$ cat src/rtl/par2ser_pkg.sv
// Shared types and constants for the serial register link (transmitter and deserializer).
package par2ser_pkg;

    typedef enum logic [1:0] {
        IDLE   = 2'd0,
        DATA   = 2'd1,
        PARITY = 2'd2
    } state_e;

    // Parity polarity: XORed into the word's XOR-reduction; 0 gives even parity.
    localparam logic PARITY_POL = 1'b0;

    function automatic int unsigned cnt_w(input int unsigned width);
        return (width > 1) ? $clog2(width) : 1;
    endfunction

endpackage

$ cat src/rtl/par2ser_tx_if.sv
// Word handshake plus serial outputs of the transmitter.
interface par2ser_tx_if #(
    parameter int unsigned WIDTH = 10
);
    logic [WIDTH-1:0] data;
    logic             valid;
    logic             ready;
    logic             sd;
    logic             frame;
    logic             busy;

    modport master (output data, valid, input ready, sd, frame, busy);
    modport slave  (input data, valid, output ready, sd, frame, busy);
endinterface

$ cat src/rtl/par2ser_shift.sv
// Loadable WIDTH-bit shift register; exposes the output-end bit of its next value.
module par2ser_shift #(
    parameter int unsigned WIDTH     = 10,
    parameter bit          MSB_FIRST = 1'b1
) (
    input  logic             i_clk,
    input  logic             i_rst_n,
    input  logic             load_i,
    input  logic             shift_i,
    input  logic [WIDTH-1:0] data_i,
    output logic             nxt_bit_c_o
);

    logic [WIDTH-1:0] sh_q;
    logic [WIDTH-1:0] sh_d;

    always_comb begin
        sh_d = sh_q;
        if (load_i) begin
            sh_d = data_i;
        end else if (shift_i) begin
            sh_d = MSB_FIRST ? {sh_q[WIDTH-2:0], 1'b0} : {1'b0, sh_q[WIDTH-1:1]};
        end
    end

    // Lets the owner register the bit that will be on the line next cycle.
    assign nxt_bit_c_o = MSB_FIRST ? sh_d[WIDTH-1] : sh_d[0];

    always_ff @(posedge i_clk or negedge i_rst_n) begin
        if (!i_rst_n) begin
            sh_q <= '0;
        end else begin
            sh_q <= sh_d;
        end
    end

endmodule

$ cat src/rtl/par2ser_tx.sv
// Parallel-to-serial transmitter: valid/ready word in, framed serial bits out with optional parity.
module par2ser_tx
    import par2ser_pkg::*;
#(
    parameter int unsigned WIDTH     = 10,
    parameter bit          MSB_FIRST = 1'b1,
    parameter bit          PARITY_EN = 1'b1
) (
    input logic         i_clk,
    input logic         i_rst_n,
    par2ser_tx_if.slave bus
);

    localparam int unsigned CW = cnt_w(WIDTH);
    localparam logic [CW-1:0] LAST = CW'(WIDTH - 1);

    state_e        state_q, state_d;
    logic [CW-1:0] cnt_q, cnt_d;
    logic          par_q, par_d;
    logic          sd_q, sd_d;
    logic          frame_q, frame_d;
    logic          last_c, ready_c, accept_c, load_c, shift_c, nxt_bit_c;

    assign last_c   = (cnt_q == LAST);
    assign ready_c  = (state_q == IDLE) || (state_q == PARITY) ||
                      ((state_q == DATA) && last_c && !PARITY_EN);
    assign accept_c = bus.valid && ready_c;

    par2ser_shift #(
        .WIDTH     (WIDTH),
        .MSB_FIRST (MSB_FIRST)
    ) u_shift (
        .i_clk       (i_clk),
        .i_rst_n     (i_rst_n),
        .load_i      (load_c),
        .shift_i     (shift_c),
        .data_i      (bus.data),
        .nxt_bit_c_o (nxt_bit_c)
    );

    // Next state, counter, parity and shift control; an accept overrides the frame tail.
    always_comb begin
        state_d = state_q;
        cnt_d   = cnt_q;
        par_d   = par_q;
        load_c  = 1'b0;
        shift_c = 1'b0;
        unique case (state_q)
            IDLE: ;
            DATA: begin
                shift_c = 1'b1;
                cnt_d   = cnt_q + CW'(1);
                if (last_c) begin
                    state_d = PARITY_EN ? PARITY : IDLE;
                end
            end
            PARITY:  state_d = IDLE;
            default: state_d = IDLE;
        endcase
        if (accept_c) begin
            load_c  = 1'b1;
            shift_c = 1'b0;
            par_d   = (^bus.data) ^ PARITY_POL;
            cnt_d   = '0;
            state_d = DATA;
        end
    end

    // Line outputs are registered from the upcoming state so they align with it.
    always_comb begin
        sd_d    = 1'b0;
        frame_d = 1'b0;
        unique case (state_d)
            DATA: begin
                sd_d    = nxt_bit_c;
                frame_d = 1'b1;
            end
            PARITY: begin
                sd_d    = par_d;
                frame_d = 1'b1;
            end
            default: ;
        endcase
    end

    always_ff @(posedge i_clk or negedge i_rst_n) begin
        if (!i_rst_n) begin
            state_q <= IDLE;
            cnt_q   <= '0;
            par_q   <= 1'b0;
            sd_q    <= 1'b0;
            frame_q <= 1'b0;
        end else begin
            state_q <= state_d;
            cnt_q   <= cnt_d;
            par_q   <= par_d;
            sd_q    <= sd_d;
            frame_q <= frame_d;
        end
    end

    assign bus.ready = ready_c;
    assign bus.sd    = sd_q;
    assign bus.frame = frame_q;
    assign bus.busy  = (state_q != IDLE);

endmodule

$ cat src/flat_wrapper.sv
// flat-port wrapper written by rule: the top's interface ports become plain ports
module par2ser_tx_flat import par2ser_pkg::*;
#(
    parameter int unsigned WIDTH     = 10,
    parameter bit          MSB_FIRST = 1'b1,
    parameter bit          PARITY_EN = 1'b1
)
  (i_clk, i_rst_n, bus_data, bus_valid, bus_ready, bus_sd, bus_frame, bus_busy);
  par2ser_tx_if #(.WIDTH(WIDTH)) bus_i ();
  input logic i_clk;
  input logic i_rst_n;
  input wire logic [$bits(bus_i.data)-1:0] bus_data;
  input wire logic [$bits(bus_i.valid)-1:0] bus_valid;
  output wire logic [$bits(bus_i.ready)-1:0] bus_ready;
  output wire logic [$bits(bus_i.sd)-1:0] bus_sd;
  output wire logic [$bits(bus_i.frame)-1:0] bus_frame;
  output wire logic [$bits(bus_i.busy)-1:0] bus_busy;
  assign bus_i.data = bus_data;
  assign bus_i.valid = bus_valid;
  assign bus_ready = bus_i.ready;
  assign bus_sd = bus_i.sd;
  assign bus_frame = bus_i.frame;
  assign bus_busy = bus_i.busy;
  par2ser_tx #(.WIDTH(WIDTH), .MSB_FIRST(MSB_FIRST), .PARITY_EN(PARITY_EN)) u_core (.i_clk(i_clk), .i_rst_n(i_rst_n), .bus(bus_i));
endmodule
$ cat config.mk
export PLATFORM = sky130hd
export DESIGN_NAME = par2ser_tx_flat
export DESIGN_NICKNAME = d
export VERILOG_FILES = /design/src/rtl/par2ser_pkg.sv /design/src/rtl/par2ser_tx_if.sv /design/src/rtl/par2ser_shift.sv /design/src/rtl/par2ser_tx.sv /design/src/flat_wrapper.sv
export SDC_FILE = /design/constraint.sdc
export NUM_CORES = 1
export LEC_CHECK = 0
export ABC_CLOCK_PERIOD_IN_PS = 1500
export CORE_MARGIN = 10
export CORE_UTILIZATION = 45
export DETAILED_ROUTE_END_ITERATION = 10
export PLACE_DENSITY_LB_ADDON = 0.3
export SLEW_MARGIN = 10
export SYNTH_ARGS = -nofsm -noshare
export SYNTH_HDL_FRONTEND = slang
export SYNTH_HIERARCHICAL = 1
export SYNTH_SLANG_ARGS = --single-unit
$ cat constraint.sdc
create_clock -name i_clk -period 1.5 [get_ports i_clk]
set_input_delay 0.375 -clock i_clk [delete_from_list [all_inputs] [get_ports i_clk]]
set_output_delay 0.375 -clock i_clk [all_outputs]
set_load 0.01 [all_outputs]
==> impl_metrics.sql, run 1 <==
INSERT INTO impl_metrics (metric_group, metric, value, unit) VALUES
('synthesis', 'synth_nets', '102', ''),
('placed_design', 'place_inst', '135', ''),
('synthesis', 'synth-edff-count', '0', ''),
('synthesis', 'avgSynthCellArea', '10.5', 'sq um'),
('cts', 'clock_tree.buffer_depth', '2', ''),
('placed_design', 'gp_congestion', '0.827', ''),
('floorplanning', 'die_width', '65.1', 'microns'),
('floorplanning', 'io_pins', '17', ''),
('power_and_ir_drop', 'power_leakage', '0.582', 'nW'),
('drt', 'detail_route.wl_per_cell', '11.9', 'microns'),
('critical_path', 'end_kind', 'flip-flop', ''),
('timing', 'post-route-worst-setup-slack', '0.0669', 'ns'),
('synthesis', 'synth_top_flop_cell', 'sky130_fd_sc_hd__dfrtp_1', ''),
('synthesis', 'syn_warnings', '6', ''),
('grt', 'global_route.usage.total', '8.80', '%'),
('finish', 'instances_no_fill', '139', ''),
('timing', 'finalClockSkew', '0.00488', 'ns'),
('synthesis', 'post_synth_arst_share', '100', '%'),
('drt', 'drt_drc_violations_left', '0', ''),
('drt', 'vias', '655', ''),
('timing', 'maximum_operating_frequency', '698', 'MHz'),
('cts', 'clock-sinks', '19', ''),
('synthesis', 'post_synthesis_sequential_area_ratio', '52.0', '%'),
('drt', 'ant_nets', '0', ''),
('synthesis', 'post_synth_num_cell_types', '21', ''),
('finish', 'fillerInstances', '178', ''),
('grt', 'antenna_found_initial', '0', ''),
('floorplanning', 'placement_rows', '16', ''),
('drt', 'drt-total-wl', '1650', 'microns'),
('drt', 'dr.first_iter.drc_count', '18', ''),
('finish', 'synthToLayoutAreaGrowth', '28.3', '%'),
('synthesis', 'mappedNetlistArea', '915', 'sq um'),
('critical_path', 'crit_required', '1.70', 'ns'),
('synthesis', 'synth.largest_area_cell', 'sky130_fd_sc_hd__dfrtp_1', ''),
('grt', 'wire_length_of_the_first_global_routing_pass', '2950', 'microns'),
('synthesis', 'yosys.cell_count.top_type', 'sky130_fd_sc_hd__dfrtp_1', ''),
('finish', 'drive_above_1_share', '11.6', '%'),
('synthesis', 'synth_top_area_share', '52.0', '%'),
('timing', 'holdWs', '0.395', 'ns'),
('outcome', 'run_status', 'completed', ''),
('timing', 'finalSetupViolations', '0', ''),
('synthesis', 'synthCells', '87', ''),
('finish', 'nNetsFinal', '128', ''),
('grt', 'grt_pass1_vias', '668', ''),
('grt', 'grt_max_degree', '20', ''),
('timing', 'final_hold_viol_count', '0', ''),
('worst_hold_path', 'worst_hold_path_type', 'in2async', ''),
('synthesis', 'synthTopCellsByArea', 'sky130_fd_sc_hd__dfrtp_1 (52%), sky130_fd_sc_hd__mux2i_1 (9.8%), sky130_fd_sc_hd__nand2_1 (6.2%)', ''),
('grt', 'gr-total-overflow', '0', ''),
('floorplanning', 'effective_utilization_at_floorplan', '47.1', '%'),
('critical_path', 'worst_ep_arrival_time', '1.63', 'ns'),
('run', 'max_cap_violations', '0', ''),
('timing', 'drv_slew', '0', ''),
('floorplanning', 'die_area', '0.00424', 'sq mm'),
('finish', 'area_of_the_multi_input_gates', '405', 'sq um'),
('finish', 'antenna-diode-count', '0', ''),
('timing', 'rsz_0062_raised_after_global_routing', 'no', ''),
('cts', 'tritoncts', 'done', ''),
('critical_path', 'critical_path.max_fanout', '2', ''),
('cts', 'clk_transition_reported_paths', '0.11', 'ns'),
('drt', 'dr.pass1.iters', '4', ''),
('placed_design', 'detailedPlacementHpwl', '1290', 'microns'),
('cts', 'post_cts_hold_buffer_count', '0', ''),
('cts', 'root_buffer', 'sky130_fd_sc_hd__clkbuf_4', ''),
('critical_path', 'worstSetupPathType', 'in2reg', ''),
('cts', 'cts.htree.levels', '1', ''),
('cts', 'cts-buffers-inserted', '3', ''),
('drt', 'avgViaCountPerCell', '4.71', ''),
('synthesis', 'synth.cells.most_frequent', 'sky130_fd_sc_hd__dfrtp_1 (19), sky130_fd_sc_hd__nand2_1 (15), sky130_fd_sc_hd__o21ai_1 (10)', ''),
('placed_design', 'pre_cts_ws', '-0.295', 'ns'),
('timing', 'timing.final.crit_period', '1.43', 'ns');
==> power by group <==
part           total [mW]  switching (mW)  leakage (nW)  internal [mW]
clock               0.259           0.156        0.0150          0.104
combinational       0.873           0.423         0.329          0.450
sequential          0.837           0.113         0.238          0.724
==> metal layers <==
| layer | vias up | routed length [microns] | share of wire, % | global-route usage [%] |
|---|---|---|---|---|
| met5 | - | 0 | 0 | 0 |
| met4 | 0 | 44 | 2.7 | 5.61 |
| met3 | 5 | 63 | 3.8 | 1.89 |
| met2 | 11 | 826 | 50 | 14.0 |
| met1 | 300 | 720 | 44 | 10.5 |
| li1 | 339 | - | - | - |
==> flip-flops by register name, indices dropped and copies added, names as in the netlist <==
register and count:
u_core/bus.frame 1, u_core/bus.sd 1, u_core/cnt_q 4, u_core/par_q 1, u_core/state_q 2, u_core/u_shift/sh_q 10
==> placed cells by master (no fill, tap or decap), types with 2 or more instances in the layout <==
cell                              instances
sky130_fd_sc_hd__clkdlybuf4s50_1         12
sky130_fd_sc_hd__ha_1                     2
sky130_fd_sc_hd__o21ai_1                 10
sky130_fd_sc_hd__xor2_1                   3
sky130_fd_sc_hd__clkbuf_4                 3
sky130_fd_sc_hd__mux2i_1                  9
sky130_fd_sc_hd__dfrtp_1                 19
sky130_fd_sc_hd__o21ai_0                  2
sky130_fd_sc_hd__xnor2_1                  6
sky130_fd_sc_hd__buf_4                    8
sky130_fd_sc_hd__inv_1                    4
sky130_fd_sc_hd__nand2_1                 15
sky130_fd_sc_hd__nor2_1                   5
sky130_fd_sc_hd__dlygate4sd2_1            3
==> worst max-delay path, cell delays in order <==
cell	delay (ns)
sky130_fd_sc_hd__clkdlybuf4s50_1	0.49
sky130_fd_sc_hd__xnor2_1	0.13
sky130_fd_sc_hd__xnor3_1	0.42
sky130_fd_sc_hd__xnor2_1	0.14
sky130_fd_sc_hd__o21ai_1	0.07
==> final cells by class <==
| cell class | instances | area share [%] |
|---|---|---|
| tap | 27 | 2.88 |
| multi-input combinational | 61 | 34.5 |
| clock buffer | 4 | 2.24 |
| inverter | 4 | 1.28 |
| sequential | 19 | 40.5 |
| timing repair buffer | 24 | 18.6 |
==> timing repair <==
item | in CTS | in global routing
pin swaps | 0 | 2
setup endpoints to repair | 4 | 2
cloned | 0 | 0
resized for setup | 7 | 2
==> per-stage QoR <==
step | util [%] | cell area, sq um
after floorplan | - | 915
after global placement | 59.1 | 1150
after detailed placement | 59.1 | 1150
after CTS | 60.0 | 1160
after global routing | 60.4 | 1170
final | 60.4 | 1170
==> cell families (layout without fill, tap and decap cells) <==
group / Yosys count / after routing / share of synthesized area [%]
adders and majority gates: 2 / 2 / 2.74
muxes: 9 / 9 / 9.85
buffers and inverters: 7 / 32 / 3.97
AOI/OAI and AO/OA: 15 / 15 / 8.76
xor gates and xnor gates: 10 / 10 / 11.1
DFF: 19 / 19 / 52.0
and+or+nand+nor: 25 / 25 / 11.6
==> worst paths after layout <==
path,from,end,slack [ns],cells past startpoint
setup / recovery,bus_data[7],u_core/par_q,0.07,5
setup reg to reg,u_core/state_q[1],u_core/bus.sd,0.16,6
min in group i_clk,u_core/par_q,u_core/par_q,0.50,2
hold / removal,i_rst_n,u_core/u_shift/sh_q[0],0.40,2
hold reg to reg,u_core/par_q,u_core/par_q,0.50,2
max in group asynchronous,i_rst_n,u_core/state_q[0],0.90,2
(Power assumes the default switching activity.)
==> run 2: changes to the inputs <==
--- a/config.mk
+++ b/config.mk
@@ -8,6 +8,7 @@
 export ABC_CLOCK_PERIOD_IN_PS = 1500
 export CORE_MARGIN = 10
 export CORE_UTILIZATION = 45
+export CTS_CLUSTER_DIAMETER = 120
 export DETAILED_ROUTE_END_ITERATION = 10
 export PLACE_DENSITY_LB_ADDON = 0.3
 export SLEW_MARGIN = 10
==> results of run 2 <==
The final DEF is identical to that of run 1; final timing and power are the same.
==> run 3: changes to the inputs <==
--- a/config.mk
+++ b/config.mk
@@ -6,7 +6,6 @@
 export NUM_CORES = 1
 export LEC_CHECK = 0
 export ABC_CLOCK_PERIOD_IN_PS = 1500
-export CORE_MARGIN = 10
 export CORE_UTILIZATION = 45
 export CTS_CLUSTER_DIAMETER = 120
 export DETAILED_ROUTE_END_ITERATION = 10
==> run 3 against run 2 <==
Against the previous run:
- die area fell by 48%
- largest power group unchanged
- highest routed layer unchanged
- sequential power rose by 0.5%
- worst hold slack improved by 0.0026 ns
- critical endpoint unchanged
- sequential share of layout area rose by 0.087 points
- count of clock-buffer cells in the layout did not move
- routed wire length fell by 2.5%
- utilization rose by 3.9 points
- combinational power rose by 0.9%
- worst setup slack got worse by 0.036 ns
- global-route usage rose by 9.3 points
- critical path depth did not move
==> impl_metrics.sql, run 3 (synthesized netlist as in run 1, its figures left out) <==
INSERT INTO impl_metrics (metric_group, metric, value, unit) VALUES
('timing', 'final_hold_viol_count', '0', ''),
('floorplanning', 'io_pins', '17', ''),
('floorplanning', 'placement_rows', '15', ''),
('drt', 'avgViaCountPerCell', '4.81', ''),
('critical_path', 'reg2regPathDepth', '6', ''),
('power_and_ir_drop', 'power.internal', '1.28', 'mW'),
('grt', 'wire_length_of_the_first_global_routing_pass', '2590', 'microns'),
('critical_path', 'crit_required', '1.69', 'ns'),
('finish', 'layout_common_cells', 'sky130_fd_sc_hd__dfrtp_1 (19), sky130_fd_sc_hd__nand2_1 (15), sky130_fd_sc_hd__clkdlybuf4s50_1 (12)', ''),
('placed_design', 'detailedPlacementHpwl', '1240', 'microns'),
('critical_path', 'worst_ep_arrival_time', '1.66', 'ns'),
('power_and_ir_drop', 'totalPowerFinal', '1.97', 'mW'),
('cts', 'clock_tree.buffer_depth', '2', ''),
('finish', 'area_of_the_multi_input_gates', '405', 'sq um'),
('finish', 'number_of_flip_flops_in_the_largest_register', '10', ''),
('critical_path', 'worstSetupPathType', 'in2reg', ''),
('timing', 'worst_slew_margin_rel', '84.1', '%'),
('placed_design', 'io_buffer_count', '16', ''),
('critical_path', 'regToRegStartpoint', 'u_core/state_q[1]', ''),
('worst_hold_path', 'worst_hold_path_type', 'in2async', ''),
('critical_path', 'critical_path.max_fanout', '2', ''),
('finish', 'drive_above_1_share', '11.6', '%'),
('drt', 'dr.pass1.iters', '3', ''),
('cts', 'post_cts_hold_buffer_count', '0', ''),
('placed_design', 'gp_congestion', '0.793', ''),
('finish', 'mostFrequentLayoutCell', 'sky130_fd_sc_hd__dfrtp_1', ''),
('timing', 'finalSetupViolations', '0', ''),
('finish', 'max_flop_register', 'u_core/u_shift/sh_q', ''),
('timing', 'timing.final.crit_period', '1.47', 'ns'),
('critical_path', 'worst-r2r-setup-slack', '0.22', 'ns'),
('grt', 'grt_pass1_vias', '578', ''),
('drt', 'drt-total-wl', '1610', 'microns'),
('floorplanning', 'effective_utilization_at_floorplan', '50.2', '%'),
('cts', 'cts-buffers-inserted', '3', ''),
('finish', 'fillerInstances', '156', ''),
('finish', 'nNetsFinal', '128', ''),
('cts', 'cts.htree.levels', '1', ''),
('drt', 'detail_route.wl_per_cell', '11.8', 'microns'),
('power_and_ir_drop', 'share_clk_of_total_power', '12.6', '%'),
('timing', 'worstMarginPinSlew', '0.239', 'ns'),
('outcome', 'run_status', 'completed', ''),
('power_and_ir_drop', 'ir_worst_vdd', '0.000942', 'V'),
('grt', 'antenna_found_initial', '0', ''),
('critical_path', 'cp_launch_type', 'primary input', ''),
('power_and_ir_drop', 'share_of_total_power_in_combinational_logic', '44.7', '%'),
('finish', 'largest_registers', 'u_core/u_shift/sh_q (10), u_core/cnt_q (4), u_core/state_q (2)', ''),
('floorplanning', 'die_width', '47.1', 'microns'),
('drt', 'ant_nets', '0', ''),
('run', 'max_cap_violations', '0', ''),
('timing', 'rsz_0062_raised_after_global_routing', 'no', ''),
('cts', 'clkLatencyLatePin', '0.29', 'ns'),
('floorplanning', 'die_area', '0.00222', 'sq mm'),
('power_and_ir_drop', 'cellPowerDensity', '1680', 'mW/mm^2'),
('cts', 'clock-sinks', '19', ''),
('finish', 'area.sequential', '475', 'sq um'),
('cts', 'clk_transition_reported_paths', '0.10', 'ns'),
('timing', 'maximum_operating_frequency', '681', 'MHz'),
('power_and_ir_drop', 'total_switching_power', '0.693', 'mW'),
('grt', 'grt_max_degree', '20', ''),
('timing', 'setup_tns', '0', 'ns'),
('drt', 'vias', '659', ''),
('cts', 'root_buffer', 'sky130_fd_sc_hd__clkbuf_4', ''),
('power_and_ir_drop', 'power_leakage', '0.582', 'nW'),
('critical_path', 'r2r-end', 'u_core/cnt_q[3]', ''),
('finish', 'antenna-diode-count', '0', ''),
('floorplanning', 'floorplan.die.height', '47.1', 'microns'),
('finish', 'synthToLayoutAreaGrowth', '28.0', '%'),
('drt', 'drt_drc_violations_left', '0', ''),
('timing', 'finalClockSkew', '0.00783', 'ns'),
('cts', 'tritoncts', 'done', ''),
('timing', 'final_min_period_over_clock_period', '98.0', '%'),
('grt', 'global_route.usage.total', '18.1', '%'),
('timing', 'drv_slew', '0', ''),
('drt', 'dr.first_iter.drc_count', '10', ''),
('power_and_ir_drop', 'power_frac_seq', '42.7', '%'),
('critical_path', 'end_kind', 'flip-flop', ''),
('grt', 'gr-total-overflow', '0', ''),
('power_and_ir_drop', 'power.share.switching', '35.2', '%'),
('floorplanning', 'core_region_area', '0.00182', 'sq mm');
## run 3: what timing repair did
item | in CTS | in global routing
endpoints found under the setup margin | 4 | 1
gates resized for setup | 7 | 2
setup buffers | 0 | 0
## run 3: critical path: stages
cell	delay, ns
sky130_fd_sc_hd__clkdlybuf4s50_1	0.49
sky130_fd_sc_hd__xor2_1	0.15
sky130_fd_sc_hd__xnor3_1	0.41
sky130_fd_sc_hd__xnor2_1	0.16
sky130_fd_sc_hd__o21ai_1	0.07
## run 3: per-layer routing
metal	GRT usage, %	routed length, microns	part of all wire, %
met5	0	0	0
met4	12.0	17	1.1
met3	5.00	53	3.3
met2	28.9	807	50
met1	21.4	735	46
## run 3: through the flow
step | worst slack, ns | std cells | util [%] | hold WS (ns) | area [sq um]
after detailed placement | -0.291 | 133 | 62.9 | 0.486 | 1140
after global placement | -0.285 | 133 | 62.9 | 0.476 | 1140
after floorplan | 0.144 | 87 | - | 0.0794 | 915
after global routing | 0.0185 | 137 | 64.3 | 0.392 | 1170
after CTS | 0.0118 | 137 | 63.8 | 0.395 | 1160
final | 0.0306 | 137 | 64.3 | 0.398 | 1170
## run 3: how the worst max path moves through the flow
stage	start	to	slack [ns]	depth (start not counted)
global route	bus_data[4]	u_core/par_q	0.02	5
finish	bus_data[4]	u_core/par_q	0.03	5
global placement	bus_data[4]	u_core/par_q	-0.29	5
floorplan	u_core/state_q[1]	u_core/bus.sd	0.14	7
detailed placement	bus_data[4]	u_core/par_q	-0.29	5
CTS	u_core/state_q[1]	bus_busy	0.01	2
## run 3: cell type report
class | count | share of cell area [%]
Clock buffer | 4 | 2.24
Inverter | 4 | 1.28
Multi-Input combinational cell | 61 | 34.6
Sequential cell | 19 | 40.6
Tap cell | 25 | 2.67
Timing Repair Buffer | 24 | 18.6
## run 3: power groups by stage
stage	registers, mW	clock network, mW	logic [mW]
after floorplan	0.836	0	0.589
after global placement	0.844	0	0.866
after detailed placement	0.856	0	0.898
after CTS	0.842	0.264	0.866
after global routing	0.866	0.290	0.990
final	0.841	0.249	0.881
